File: config.mk
export PLATFORM = sky130hd
export DESIGN_NAME = mem_req_bridge_flat
export DESIGN_NICKNAME = d
export VERILOG_FILES = /design/src/rtl/mem_bridge_pkg.sv /design/src/rtl/mem_req_bridge_if.sv /design/src/rtl/bus_timeout_cnt.sv /design/src/rtl/mem_req_bridge.sv /design/src/flat_wrapper.sv
export SDC_FILE = /design/constraint.sdc
export NUM_CORES = 1
export LEC_CHECK = 0
export ABC_CLOCK_PERIOD_IN_PS = 3670
export CORE_MARGIN = 2
export CORE_UTILIZATION = 38
export CTS_BUF_LIST = sky130_fd_sc_hd__clkbuf_8
export DETAILED_ROUTE_END_ITERATION = 10
export GPL_TIMING_DRIVEN = 0
export PLACE_DENSITY = 0.85
export SETUP_SLACK_MARGIN = 0.4
export SLEW_MARGIN = 20
export SYNTH_ARGS = -nofsm -noshare
export SYNTH_HDL_FRONTEND = slang
export SYNTH_SLANG_ARGS = --single-unit
File: constraint.sdc
create_clock -name clk -period 3.67 [get_ports clk]
set_input_delay 0.9175 -clock clk [delete_from_list [all_inputs] [get_ports clk]]
set_output_delay 0.9175 -clock clk [all_outputs]
set_load 0.02 [all_outputs]
File: src/rtl/mem_bridge_pkg.sv
// -----------------------------------------------------------------------------
// mem_bridge_pkg
// Shared definitions for the core-to-memory request bridge:
//   - bridge_state_e   : 2-bit FSM state encoding (IDLE, WAIT, DONE)
//   - DEFAULT_TIMEOUT  : default number of WAIT cycles before an access aborts
//   - DEFAULT_ERR_WORD : default read data returned when an access times out
//   - select_be_byte() : big-endian byte lane pick used by byte reads
// -----------------------------------------------------------------------------
package mem_bridge_pkg;

    typedef enum logic [1:0] {
        ST_IDLE = 2'd0,
        ST_WAIT = 2'd1,
        ST_DONE = 2'd2
    } bridge_state_e;

    localparam int unsigned DEFAULT_TIMEOUT  = 32'd255;
    localparam logic [31:0] DEFAULT_ERR_WORD = 32'hDEAD_BEEF;

    // Byte offset 0 addresses the most significant byte (big-endian core).
    function automatic logic [7:0] select_be_byte(input logic [31:0] word,
                                                  input logic [1:0]  sel);
        logic [7:0] b;
        case (sel)
            2'b00:   b = word[31:24];
            2'b01:   b = word[23:16];
            2'b10:   b = word[15:8];
            default: b = word[7:0];
        endcase
        return b;
    endfunction

endpackage : mem_bridge_pkg

File: src/rtl/mem_req_bridge_if.sv
// -----------------------------------------------------------------------------
// mem_req_bridge_if
// Request/acknowledge memory bus between the bridge and unified memory.
//   mem_req   : request, held high until acknowledged or aborted
//   mem_we    : 1 = write, 0 = read
//   mem_adr   : word-aligned byte address
//   mem_wdata : write data
//   mem_ack   : memory completes the current request
//   mem_rdata : read data, valid together with mem_ack
// Modports: master = bridge side, slave = memory side.
// -----------------------------------------------------------------------------
interface mem_req_bridge_if;

    logic        mem_req;
    logic        mem_we;
    logic [31:0] mem_adr;
    logic [31:0] mem_wdata;
    logic        mem_ack;
    logic [31:0] mem_rdata;

    modport master (
        output mem_req,
        output mem_we,
        output mem_adr,
        output mem_wdata,
        input  mem_ack,
        input  mem_rdata
    );

    modport slave (
        input  mem_req,
        input  mem_we,
        input  mem_adr,
        input  mem_wdata,
        output mem_ack,
        output mem_rdata
    );

endinterface : mem_req_bridge_if

File: src/rtl/bus_timeout_cnt.sv
// -----------------------------------------------------------------------------
// bus_timeout_cnt
// Clear/enable up-counter with terminal-count flag, used to bound how long
// the bridge waits for a memory acknowledge.
//   clk, reset : clock, asynchronous active-high reset
//   clr        : load zero (has priority over en)
//   en         : increment by one
//   tc         : count equals MAX_COUNT
// Width is just enough to hold MAX_COUNT; the owner stops enabling once tc
// is seen, so the counter never wraps in normal use.
// -----------------------------------------------------------------------------
module bus_timeout_cnt #(
    parameter int unsigned MAX_COUNT = 32'd255
) (
    input  logic clk,
    input  logic reset,
    input  logic clr,
    input  logic en,
    output logic tc
);

    localparam int unsigned          CNT_W  = $clog2(MAX_COUNT + 32'd1);
    localparam logic [CNT_W-1:0]     TC_VAL = CNT_W'(MAX_COUNT);
    localparam logic [CNT_W-1:0]     ONE    = CNT_W'(1);

    logic [CNT_W-1:0] cnt_q;
    logic [CNT_W-1:0] cnt_d;

    // Next count: clear wins over increment, otherwise hold.
    always_comb begin
        cnt_d = cnt_q;
        if (clr) begin
            cnt_d = '0;
        end else if (en) begin
            cnt_d = cnt_q + ONE;
        end else begin
            cnt_d = cnt_q;
        end
    end

    // Count register.
    always_ff @(posedge clk or posedge reset) begin
        if (reset) begin
            cnt_q <= '0;
        end else begin
            cnt_q <= cnt_d;
        end
    end

    assign tc = (cnt_q == TC_VAL);

endmodule : bus_timeout_cnt

File: src/rtl/mem_req_bridge.sv
// -----------------------------------------------------------------------------
// mem_req_bridge
// Bridges the multicycle core's single-cycle memory port onto a
// variable-latency req/ack memory. Each core access is captured, held on the
// bus until acknowledged (or aborted by timeout), the core is stalled
// meanwhile, and read data is returned from a register.
//
// Parameters:
//   TIMEOUT  : WAIT cycles without ack before abort (1..65535)
//   ERR_WORD : read data returned for an aborted access
// Ports:
//   clk, reset    : clock, asynchronous active-high reset
//   cpu_req       : core wants memory this cycle (held high while stalled)
//   cpu_adr       : byte address
//   cpu_wdata     : store data
//   cpu_memwrite  : 1 = write, 0 = read
//   cpu_lbu       : byte read select (only with MEM_BRIDGE_BYTE_EN)
//   cpu_rdata     : read data, valid in DONE (stall low)
//   stall         : freezes the core
//   bus_err       : sticky timeout flag, cleared only by reset
//   mem           : memory bus (mem_req_bridge_if.master)
// Build option:
//   MEM_BRIDGE_BYTE_EN : adds cpu_lbu; byte reads return the addressed
//                        big-endian byte zero-extended.
// -----------------------------------------------------------------------------
module mem_req_bridge
    import mem_bridge_pkg::*;
#(
    parameter int unsigned TIMEOUT  = DEFAULT_TIMEOUT,
    parameter logic [31:0] ERR_WORD = DEFAULT_ERR_WORD
) (
    input  logic                    clk,
    input  logic                    reset,
    input  logic                    cpu_req,
    input  logic [31:0]             cpu_adr,
    input  logic [31:0]             cpu_wdata,
    input  logic                    cpu_memwrite,
`ifdef MEM_BRIDGE_BYTE_EN
    input  logic                    cpu_lbu,
`endif
    output logic [31:0]             cpu_rdata,
    output logic                    stall,
    output logic                    bus_err,
    mem_req_bridge_if.master        mem
);

    bridge_state_e state_q, state_d;
    logic          mem_req_q,   mem_req_d;
    logic          mem_we_q,    mem_we_d;
    logic [31:0]   mem_adr_q,   mem_adr_d;
    logic [31:0]   mem_wdata_q, mem_wdata_d;
    logic [31:0]   rdata_q,     rdata_d;
    logic          bus_err_q,   bus_err_d;
`ifdef MEM_BRIDGE_BYTE_EN
    logic          lbu_q,       lbu_d;
    logic [1:0]    byte_sel_q,  byte_sel_d;
`endif

    logic          cnt_clr;
    logic          cnt_en;
    logic          cnt_tc;

    bus_timeout_cnt #(
        .MAX_COUNT (TIMEOUT)
    ) u_timeout (
        .clk   (clk),
        .reset (reset),
        .clr   (cnt_clr),
        .en    (cnt_en),
        .tc    (cnt_tc)
    );

    // FSM next state, bus payload capture, read-data/error update.
    always_comb begin
        state_d     = state_q;
        mem_req_d   = mem_req_q;
        mem_we_d    = mem_we_q;
        mem_adr_d   = mem_adr_q;
        mem_wdata_d = mem_wdata_q;
        rdata_d     = rdata_q;
        bus_err_d   = bus_err_q;
`ifdef MEM_BRIDGE_BYTE_EN
        lbu_d       = lbu_q;
        byte_sel_d  = byte_sel_q;
`endif
        cnt_clr     = 1'b0;
        cnt_en      = 1'b0;

        case (state_q)
            ST_IDLE: begin
                if (cpu_req) begin
                    // Only the latched copy is used from here on; the core's
                    // live inputs are don't-care until the next capture.
                    mem_req_d   = 1'b1;
                    mem_we_d    = cpu_memwrite;
                    mem_adr_d   = {cpu_adr[31:2], 2'b00};
                    mem_wdata_d = cpu_wdata;
`ifdef MEM_BRIDGE_BYTE_EN
                    lbu_d       = cpu_lbu;
                    byte_sel_d  = cpu_adr[1:0];
`endif
                    cnt_clr     = 1'b1;
                    state_d     = ST_WAIT;
                end else begin
                    state_d     = ST_IDLE;
                end
            end

            ST_WAIT: begin
                // Ack is checked first so an ack on the terminal-count cycle
                // completes normally instead of aborting.
                if (mem.mem_ack) begin
                    mem_req_d = 1'b0;
                    if (!mem_we_q) begin
                        rdata_d = mem.mem_rdata;
                    end else begin
                        rdata_d = rdata_q;
                    end
                    state_d   = ST_DONE;
                end else if (cnt_tc) begin
                    mem_req_d = 1'b0;
                    rdata_d   = ERR_WORD;
                    bus_err_d = 1'b1;
                    state_d   = ST_DONE;
                end else begin
                    cnt_en    = 1'b1;
                    state_d   = ST_WAIT;
                end
            end

            ST_DONE: begin
                // One unstalled cycle for the core; cpu_req here belongs to
                // the access just finished, so it is never a new request.
                state_d = ST_IDLE;
            end

            default: begin
                state_d   = ST_IDLE;
                mem_req_d = 1'b0;
            end
        endcase
    end

    // State and bus/data registers.
    always_ff @(posedge clk or posedge reset) begin
        if (reset) begin
            state_q     <= ST_IDLE;
            mem_req_q   <= 1'b0;
            mem_we_q    <= 1'b0;
            mem_adr_q   <= 32'h0000_0000;
            mem_wdata_q <= 32'h0000_0000;
            rdata_q     <= 32'h0000_0000;
            bus_err_q   <= 1'b0;
`ifdef MEM_BRIDGE_BYTE_EN
            lbu_q       <= 1'b0;
            byte_sel_q  <= 2'b00;
`endif
        end else begin
            state_q     <= state_d;
            mem_req_q   <= mem_req_d;
            mem_we_q    <= mem_we_d;
            mem_adr_q   <= mem_adr_d;
            mem_wdata_q <= mem_wdata_d;
            rdata_q     <= rdata_d;
            bus_err_q   <= bus_err_d;
`ifdef MEM_BRIDGE_BYTE_EN
            lbu_q       <= lbu_d;
            byte_sel_q  <= byte_sel_d;
`endif
        end
    end

    // Read data presented to the core.
`ifdef MEM_BRIDGE_BYTE_EN
    always_comb begin
        if (lbu_q) begin
            cpu_rdata = {24'h00_0000, select_be_byte(rdata_q, byte_sel_q)};
        end else begin
            cpu_rdata = rdata_q;
        end
    end
`else
    assign cpu_rdata = rdata_q;

    // Byte offset has no meaning without byte reads.
    logic unused_adr_bits;
    assign unused_adr_bits = ^cpu_adr[1:0];
`endif

    // Stall must be combinational so the core freezes in the capture cycle.
    assign stall         = cpu_req & (state_q != ST_DONE);
    assign bus_err       = bus_err_q;
    assign mem.mem_req   = mem_req_q;
    assign mem.mem_we    = mem_we_q;
    assign mem.mem_adr   = mem_adr_q;
    assign mem.mem_wdata = mem_wdata_q;

endmodule : mem_req_bridge

File: src/flat_wrapper.sv
// flat-port wrapper written by rule: the top's interface ports become plain ports
module mem_req_bridge_flat import mem_bridge_pkg::*;
#(
    parameter int unsigned TIMEOUT  = DEFAULT_TIMEOUT,
    parameter logic [31:0] ERR_WORD = DEFAULT_ERR_WORD
)
  (clk, reset, cpu_req, cpu_adr, cpu_wdata, cpu_memwrite, cpu_rdata, stall, bus_err, mem_mem_req, mem_mem_we, mem_mem_adr, mem_mem_wdata, mem_mem_ack, mem_mem_rdata);
  mem_req_bridge_if mem_i ();
  input  logic clk;
  input  logic reset;
  input  logic cpu_req;
  input  logic [31:0] cpu_adr;
  input  logic [31:0] cpu_wdata;
  input  logic cpu_memwrite;
  output logic [31:0] cpu_rdata;
  output logic stall;
  output logic bus_err;
  output wire logic [$bits(mem_i.mem_req)-1:0] mem_mem_req;
  output wire logic [$bits(mem_i.mem_we)-1:0] mem_mem_we;
  output wire logic [$bits(mem_i.mem_adr)-1:0] mem_mem_adr;
  output wire logic [$bits(mem_i.mem_wdata)-1:0] mem_mem_wdata;
  input wire logic [$bits(mem_i.mem_ack)-1:0] mem_mem_ack;
  input wire logic [$bits(mem_i.mem_rdata)-1:0] mem_mem_rdata;
  assign mem_mem_req = mem_i.mem_req;
  assign mem_mem_we = mem_i.mem_we;
  assign mem_mem_adr = mem_i.mem_adr;
  assign mem_mem_wdata = mem_i.mem_wdata;
  assign mem_i.mem_ack = mem_mem_ack;
  assign mem_i.mem_rdata = mem_mem_rdata;
  mem_req_bridge #(.TIMEOUT(TIMEOUT), .ERR_WORD(ERR_WORD)) u_core (.clk(clk), .reset(reset), .cpu_req(cpu_req), .cpu_adr(cpu_adr), .cpu_wdata(cpu_wdata), .cpu_memwrite(cpu_memwrite), .cpu_rdata(cpu_rdata), .stall(stall), .bus_err(bus_err), .mem(mem_i));
endmodule
After elaboration in Yosys (flattened, before gate mapping)
Index checks and enable logic that the tools add are counted.
{"block": "word_totals", "regBits": 107, "word_cells": 44}
{"block": "op_classes", "n_addsub": 1, "eq_ne": 7, "n_mux": 18, "n_bitwise": 3, "n_reduce_logical": 7}
{"operator": "two-way mux 32 bit", "count": 3}
{"operator": "two-way mux 8 bit", "count": 2}
{"operator": "two-way mux 1 bit", "count": 9}
{"operator": "AND reduction 3 bit", "count": 3}
{"operator": "adder 8 x 1 -> 8 bit, second input constant", "count": 1}
{"operator": "== test 8 bit, second input constant", "count": 1}
{"operator": "!= test 2 bit, second input constant", "count": 3}
{"operator": "two-way mux 2 bit", "count": 2}
{"operator": "case mux 2 bit (2 select lines)", "count": 1}
{"operator": "nonzero test 2 bit", "count": 2}
{"operator": "!= test 3 x 2 -> 1 bit, second input constant", "count": 1}
{"operator": "case mux 1 bit (3 select lines)", "count": 1}
{"operator": "== test 2 x 1 -> 1 bit, second input constant", "count": 1}
{"operator": "== test 2 bit, second input constant", "count": 1}
{"operator": "logical NOT 2 bit", "count": 1}
{"operator": "NOT 1 bit", "count": 2}
{"operator": "AND reduction 2 bit", "count": 1}
{"operator": "AND 1 bit", "count": 1}

Depth between registers and ports, before layout
Gate-level depths: netlist of run 1.
{"block": "logic_depth", "ltp_word": 6, "ltp_mapped": 7, "mapped_depth_nobuf": 5}

By module
Synthesis of run 1 repeated with hierarchy kept, for this count alone.
{"block": "unflattened", "hier_cells": 306, "hier_area_um2": 4340.4}
{"module": "mem_req_bridge", "instances": 1, "cells_each": 266, "area_per_inst_um2": 3948.8}
{"module": "bus_timeout_cnt", "instances": 1, "cells_each": 40, "area_per_inst_um2": 391.6}

Worst setup path before layout of run 1
No wires, ideal clock.
{"block": "synth_path", "path_kind": "in2out", "from": "input cpu_req", "to": "output stall", "arrival_ns": 1.427, "required_time_ns": 2.753, "setup_slack_ns": 1.326, "stages": 1, "cell_sequence": "a21boi_0"}
{"block": "synth_between", "elab_chain_cells": 1}
{"item": "start, declared", "line": "flat_wrapper.sv:11", "rtl": "input logic cpu_req;"}
{"item": "AND 1 bit", "line": "mem_req_bridge.sv:191", "rtl": "assign stall = cpu_req & (state_q != ST_DONE);"}
{"item": "end, declared", "line": "flat_wrapper.sv:16", "rtl": "output logic stall;"}
No other way between the ends.

Final worst setup path of run 1
Ends and elaborated chain as after synthesis.

==> impl_metrics.py, run 1 <==
metrics = {
    "worst_setup_path": {
        "r2r_end": "u_core.cpu_rdata[4]",
        "regToRegSetupSlack_ns": 1.82,
        "crit_path_end_kind": "output port",
        "worst_ep_arrival_time_ns": 2.29,
        "crit_required_ns": 2.75,
        "setup.worst_path.start_class": "primary input",
        "path_max_fanout": 3,
        "critPathKind": "in2out",
        "timing.rr.start": "u_core.u_timeout.cnt_q[0]",
        "reg2regPathDepth": 5,
    },
    "place": {
        "gp_congestion": 0.857,
        "placed_cell_area_sq_um": 6310,
        "dpl.cell_count": 740,
        "numPortBuffers": 196,
        "hpwl_um": 8690,
    },
    "global_route": {
        "grt_max_degree": 33,
        "grt_pass1_wl_um": 18100,
        "grt-ovfl-total": 0,
        "antenna_found_initial": 0,
        "grt_usage": 0.197,
        "grt_pass1_vias": 3773,
    },
    "synthesis": {
        "netlist_instances": 404,
        "synth_top_cell_by_area": "dfrtp_1",
        "ys_warn_count": 0,
        "synth_edf_count": 0,
        "synth_top_area_share": 0.651,
        "yosys_most_used_dff": "dfrtp_1",
        "synth.area.top_cells": "dfrtp_1 65%, nand2_1 18%, o22a_1 5.1%",
        "ys_types": 35,
        "seq_area_frac_synth": 0.651,
        "syn_avg_cell_area_sq_um": 10.2,
        "synth-seq-cells": 107,
        "synthTopCellsByCount": "201 x nand2_1, 107 x dfrtp_1, 24 x o22a_1, 10 x clkbuf_1, 8 x a22o_1",
        "yosysMostFrequentCell": "nand2_1",
        "synthArstFlopShare": 1.00,
        "synth_area_sq_um": 4120,
    },
    "clock_tree": {
        "cts_made_buffers": 9,
        "cts_resized": 0,
        "cts_hold_buffers": 0,
        "clk_path_buf_depth": 2,
        "htree_levels": 3,
        "cts-root-buf": "clkbuf_8",
        "cts_tree": "done",
        "cts_sinks": 107,
        "path_clk_slew_ns": 0.09,
        "post_cts_buffers": 0,
        "clk_latency_ns": 0.36,
    },
    "floorplan": {
        "die_area_sq_um": 11700,
        "initial_core_util": 0.395,
        "core_sq_um": 10400,
        "pin_count": 201,
        "fp.dieH_um": 108,
        "die_w_um": 108,
        "rows": 37,
    },
    "sta": {
        "setup_tns_ns": 0,
        "setup_violations": 0,
        "fmax_mhz": 312,
        "finClkSkew_ns": 0.0118,
        "relSlewSlack": 0.598,
        "tightest_slew_ns": 0.599,
        "period_needed_ns": 3.21,
        "finalCritPeriodShare": 0.874,
        "slew_violations": 0,
        "hold_viol_final": 0,
        "rsz0062_at_grt": "no",
    },
    "routing": {
        "wl_per_cell_um": 14.8,
        "wirelength_um": 11200,
        "dr.pass1.iters": 4,
        "vias": 3597,
        "first_iter_violations": 167,
        "drc": 0,
        "via_per_inst": 4.77,
        "antenna_left": 0,
    },
    "final_layout": {
        "nets": 717,
        "final_area_sq_um": 6530,
        "synthToLayoutAreaGrowth_pct": 58.6,
        "antennaDiodeCount": 0,
        "fill_cells": 830,
        "layout.cells.non_filler": 754,
        "utilization": 0.627,
        "drive_gt1_frac": 0.0518,
    },
    "pwr": {
        "power_leakage_nw": 3.04,
        "ir_worst_vdd_v": 0.000397,
        "powerDensity_nw_per_um2": 780,
        "total_power_mw": 5.09,
    },
    "worst_hold_path": {
        "holdCritStartpoint": "u_core.bus_err",
        "hold_path_class": "reg2reg",
        "hold_end": "u_core.bus_err",
        "hold_depth": 1,
    },
    "status": {
        "status": "finished clean",
    },
    "job": {
        "max_cap_violations": 0,
    },
}
logic make-up after synthesis:
logic type / count (synthesis) / share of synthesized area
AND/OR/NAND/NOR: 221 / 0.214
flip-flops: 107 / 0.651
AO/OA/AOI/OAI: 44 / 0.0882
buffers and inverters: 24 / 0.0292
multiplexers: 4 / 0.00973
XOR/XNOR: 2 / 0.00426
adder cells (fa/ha/maj): 1 / 0.00304
other: 1 / 0.000911
worst max-delay path, cell delays in order:
cell	delay, ns
clkdlybuf4s50_1	0.50
a21boi_0	0.21
clkdlybuf4s50_1	0.66
worst max path at each step:
stage | cells past startpoint | end | from | slack [ns]
3_5_place_dp | 3 | stall | cpu_req | 0.45
2_1_floorplan | 1 | stall | cpu_req | 1.33
5_1_grt | 3 | stall | cpu_req | 0.40
6_report | 3 | stall | cpu_req | 0.46
3_3_place_gp | 2 | u_core.mem.mem_adr[28] | reset | 0.48
4_1_cts | 3 | stall | cpu_req | 0.46
routing by layer:
layer / track usage / wire length (um)
met5: 0 / 0
met4: 0.0705 / 224
met3: 0.0615 / 1030
met2: 0.335 / 5500
met1: 0.235 / 4400
flip-flops by register name, summed over array words and instances (netlist names):
signal                  count
u_core.u_timeout.cnt_q      8
u_core.cpu_rdata           32
u_core.mem.mem_adr         30
u_core.mem.mem_wdata       32
u_core.mem.mem_we           1
u_core.bus_err              1
u_core.state_q              2
u_core.mem.mem_req          1
layout by cell type (no fill, tap or decap), drive strengths merged, types with 3 or more instances in the layout:
cell / instances
buf: 15
nor2: 5
mux2i: 4
nand4: 3
a22o: 8
nand3: 3
clkdlybuf4s50: 196
clkbuf: 20
dfrtp: 107
o21a: 3
o22a: 24
nand2: 201
o21ai: 3
metrics by stage:
stage	setup WS (ns)	hold slack (ns)
2_1_floorplan	1.33	0.449
3_3_place_gp	0.477	0.449
3_5_place_dp	0.449	0.451
4_1_cts	0.462	0.473
5_1_grt	0.403	0.495
6_report	0.464	0.464
layout make-up:
class                      instances  area (sq um)  area share
buffer                            22           113      0.0172
clock buffer                      10           138      0.0211
clock inverter                     4          76.3      0.0117
inverter                           2          11.3     0.00172
multi-input combinational        274          1320       0.202
sequential                       107          2680       0.410
tap                              136           170      0.0261
timing repair buffer             199          2020       0.310
where the power goes:
group / leakage [nW] / internal, mW / switching (mW) / total, mW
clock: 0.104 / 0.397 / 0.374 / 0.771
sequential: 1.30 / 1.65 / 0.275 / 1.93
combinational: 1.63 / 1.16 / 1.24 / 2.39
Note: power is estimated with default switching activity, not from simulation.
==> run 2: changes to the inputs <==
--- a/config.mk
+++ b/config.mk
@@ -6,11 +6,12 @@
 export NUM_CORES = 1
 export LEC_CHECK = 0
 export ABC_CLOCK_PERIOD_IN_PS = 3670
+export CAP_MARGIN = 25
 export CORE_MARGIN = 2
 export CORE_UTILIZATION = 38
 export CTS_BUF_LIST = sky130_fd_sc_hd__clkbuf_8
 export DETAILED_ROUTE_END_ITERATION = 10
-export GPL_TIMING_DRIVEN = 0
+export GPL_TIMING_DRIVEN = 1
 export PLACE_DENSITY = 0.85
 export SETUP_SLACK_MARGIN = 0.4
 export SLEW_MARGIN = 20
==> run 2 against run 1 <==
Sequential power about the same. Register-to-register slack worse by 0.06 ns. Worst setup slack got worse by 0.0025 ns. Combinational power shrank 2%. Final cell count decreased by 2.8%. Cell area down 1.8%. Count of clock-buffer cells in the layout is the same. Clock skew down 0.0011 ns. Hold slack better by 0.018 ns. Routed wire length shrank 3.2%. Highest routed layer unchanged.
==> impl_metrics.py, run 2 (synthesized netlist as in run 1, its figures left out) <==
metrics = {
    "clock_tree": {
        "cts_tree": "done",
        "post_cts_buffers": 0,
        "clk_latency_ns": 0.36,
        "clk_path_buf_depth": 2,
        "cts_resized": 0,
        "cts_hold_buffers": 0,
        "path_clk_slew_ns": 0.09,
        "cts-root-buf": "clkbuf_8",
        "cts_made_buffers": 9,
        "htree_levels": 3,
        "cts_sinks": 107,
    },
    "place": {
        "hpwl_um": 7730,
        "gp_congestion": 0.741,
        "numPortBuffers": 196,
        "placed_cell_area_sq_um": 6190,
        "pre_cts_ws_ns": 0.423,
    },
    "floorplan": {
        "die_w_um": 108,
        "rows": 37,
        "pin_count": 201,
        "fp.dieH_um": 108,
        "core_sq_um": 10400,
        "die_area_sq_um": 11700,
        "initial_core_util": 0.395,
    },
    "worst_setup_path": {
        "crit_path_end_kind": "output port",
        "slowest_stage": "clkdlybuf4s50_1",
        "path_cells": "clkdlybuf4s50_1 -> a21boi_0 -> clkdlybuf4s50_1",
        "crit_required_ns": 2.75,
        "critPathLaunch": "cpu_req",
        "path_max_fanout": 3,
        "cp-endpoint": "stall",
        "critPathKind": "in2out",
        "regToRegSetupSlack_ns": 1.76,
        "worst_ep_arrival_time_ns": 2.29,
        "setup.worst_path.start_class": "primary input",
        "crit_path_max_incr_delay_ns": 0.64,
        "worst_path_most_repeated_cell": "clkdlybuf4s50_1",
        "reg2regPathDepth": 5,
        "timing.rr.start": "u_core.u_timeout.cnt_q[0]",
        "r2r_end": "u_core.cpu_rdata[21]",
    },
    "status": {
        "status": "finished clean",
    },
    "final_layout": {
        "nets": 695,
        "seqCellArea_sq_um": 2680,
        "fill_cells": 841,
        "multi_input_area_sq_um": 1330,
        "synthToLayoutAreaGrowth_pct": 55.7,
        "antennaDiodeCount": 0,
        "layout_common_cells": "200 x nand2_1, 196 x clkdlybuf4s50_1, 107 x dfrtp_1, 24 x o22a_1, 10 x clkbuf_8",
        "final_common_cell": "nand2_1",
        "final_area_sq_um": 6410,
        "drive_gt1_frac": 0.0419,
    },
    "job": {
        "max_cap_violations": 0,
    },
    "pwr": {
        "ir_worst_vdd_v": 0.000377,
        "power_leakage_nw": 2.97,
        "powerDensity_nw_per_um2": 788,
    },
    "global_route": {
        "grt_pass1_wl_um": 16900,
        "grt_max_degree": 108,
        "grt-ovfl-total": 0,
        "grt_pass1_vias": 3571,
        "grt_usage": 0.184,
        "antenna_found_initial": 0,
    },
    "sta": {
        "period_needed_ns": 3.21,
        "tightest_slew_ns": 0.767,
        "slew_violations": 0,
        "hold_viol_final": 0,
        "finalCritPeriodShare": 0.874,
        "timing.final.ws_setup_ns": 0.462,
        "finClkSkew_ns": 0.0106,
        "rsz0062_at_grt": "no",
        "setup_violations": 0,
        "setup_tns_ns": 0,
        "fmax_mhz": 312,
        "relSlewSlack": 0.487,
        "hold_slack_ns": 0.483,
    },
    "routing": {
        "antenna_left": 0,
        "drc": 0,
        "wl_per_cell_um": 14.7,
        "via_per_inst": 4.72,
        "vias": 3462,
        "first_iter_violations": 234,
        "dr.pass1.iters": 4,
        "wirelength_um": 10800,
    },
    "worst_hold_path": {
        "hold_path_class": "reg2reg",
    },
}
-- run 2: changes by cell type in the layout (fill, tap and decap cells not counted), moves of 2 or more --
cell / before / now
clkbuf_1: 10 / 0
clkinv_2: 0 / 2
buf_6: 2 / 0
buf_2: 6 / 0
buf_1: 2 / 0
-- run 2: area by class of cell --
class,instances,area share
clock buffer,10,0.0215
clock inverter,5,0.0121
inverter,2,0.00176
multi-input combinational,274,0.207
sequential,107,0.418
tap,136,0.0266
timing repair buffer,199,0.314
-- run 2: worst min path at each step --
stage / start / endpoint / slack (ns) / cells after the start
after floorplan: u_core.u_timeout.cnt_q[7] / u_core.u_timeout.cnt_q[7] / 0.45 / 1
after global placement: u_core.bus_err / u_core.bus_err / 0.45 / 1
after detailed placement: u_core.bus_err / u_core.bus_err / 0.46 / 1
after CTS: u_core.bus_err / u_core.bus_err / 0.48 / 1
after global routing: u_core.mem.mem_adr[29] / u_core.mem.mem_adr[29] / 0.50 / 2
final: u_core.mem.mem_wdata[6] / u_core.mem.mem_wdata[6] / 0.48 / 2
-- run 2: routing by layer --
layer | wire length [um] | GRT usage
met3 | 971 | 0.0536
met2 | 5190 | 0.312
met5 | 0 | 0
met1 | 4380 | 0.215
met4 | 255 | 0.0861
-- run 2: per-stage QoR --
step	std cells	power, mW	utilization
5_1_grt	733	5.34	0.615
3_3_place_gp	718	4.24	0.595
4_1_cts	733	5.11	0.615
2_1_floorplan	405	3.07	-
3_5_place_dp	718	4.31	0.595
6_report	733	5.05	0.615
-- run 2: where the power goes --
group	switching, mW	internal [mW]
logic	1.21	1.14
clock network	0.386	0.397
registers	0.271	1.65
-- run 2: worst max-delay path: cells and delay by family --
| family | cells | cell delay, ns |
|---|---|---|
| buffers and inverters | 2 | 1.15 |
| AOI/OAI and AO/OA | 1 | 0.22 |
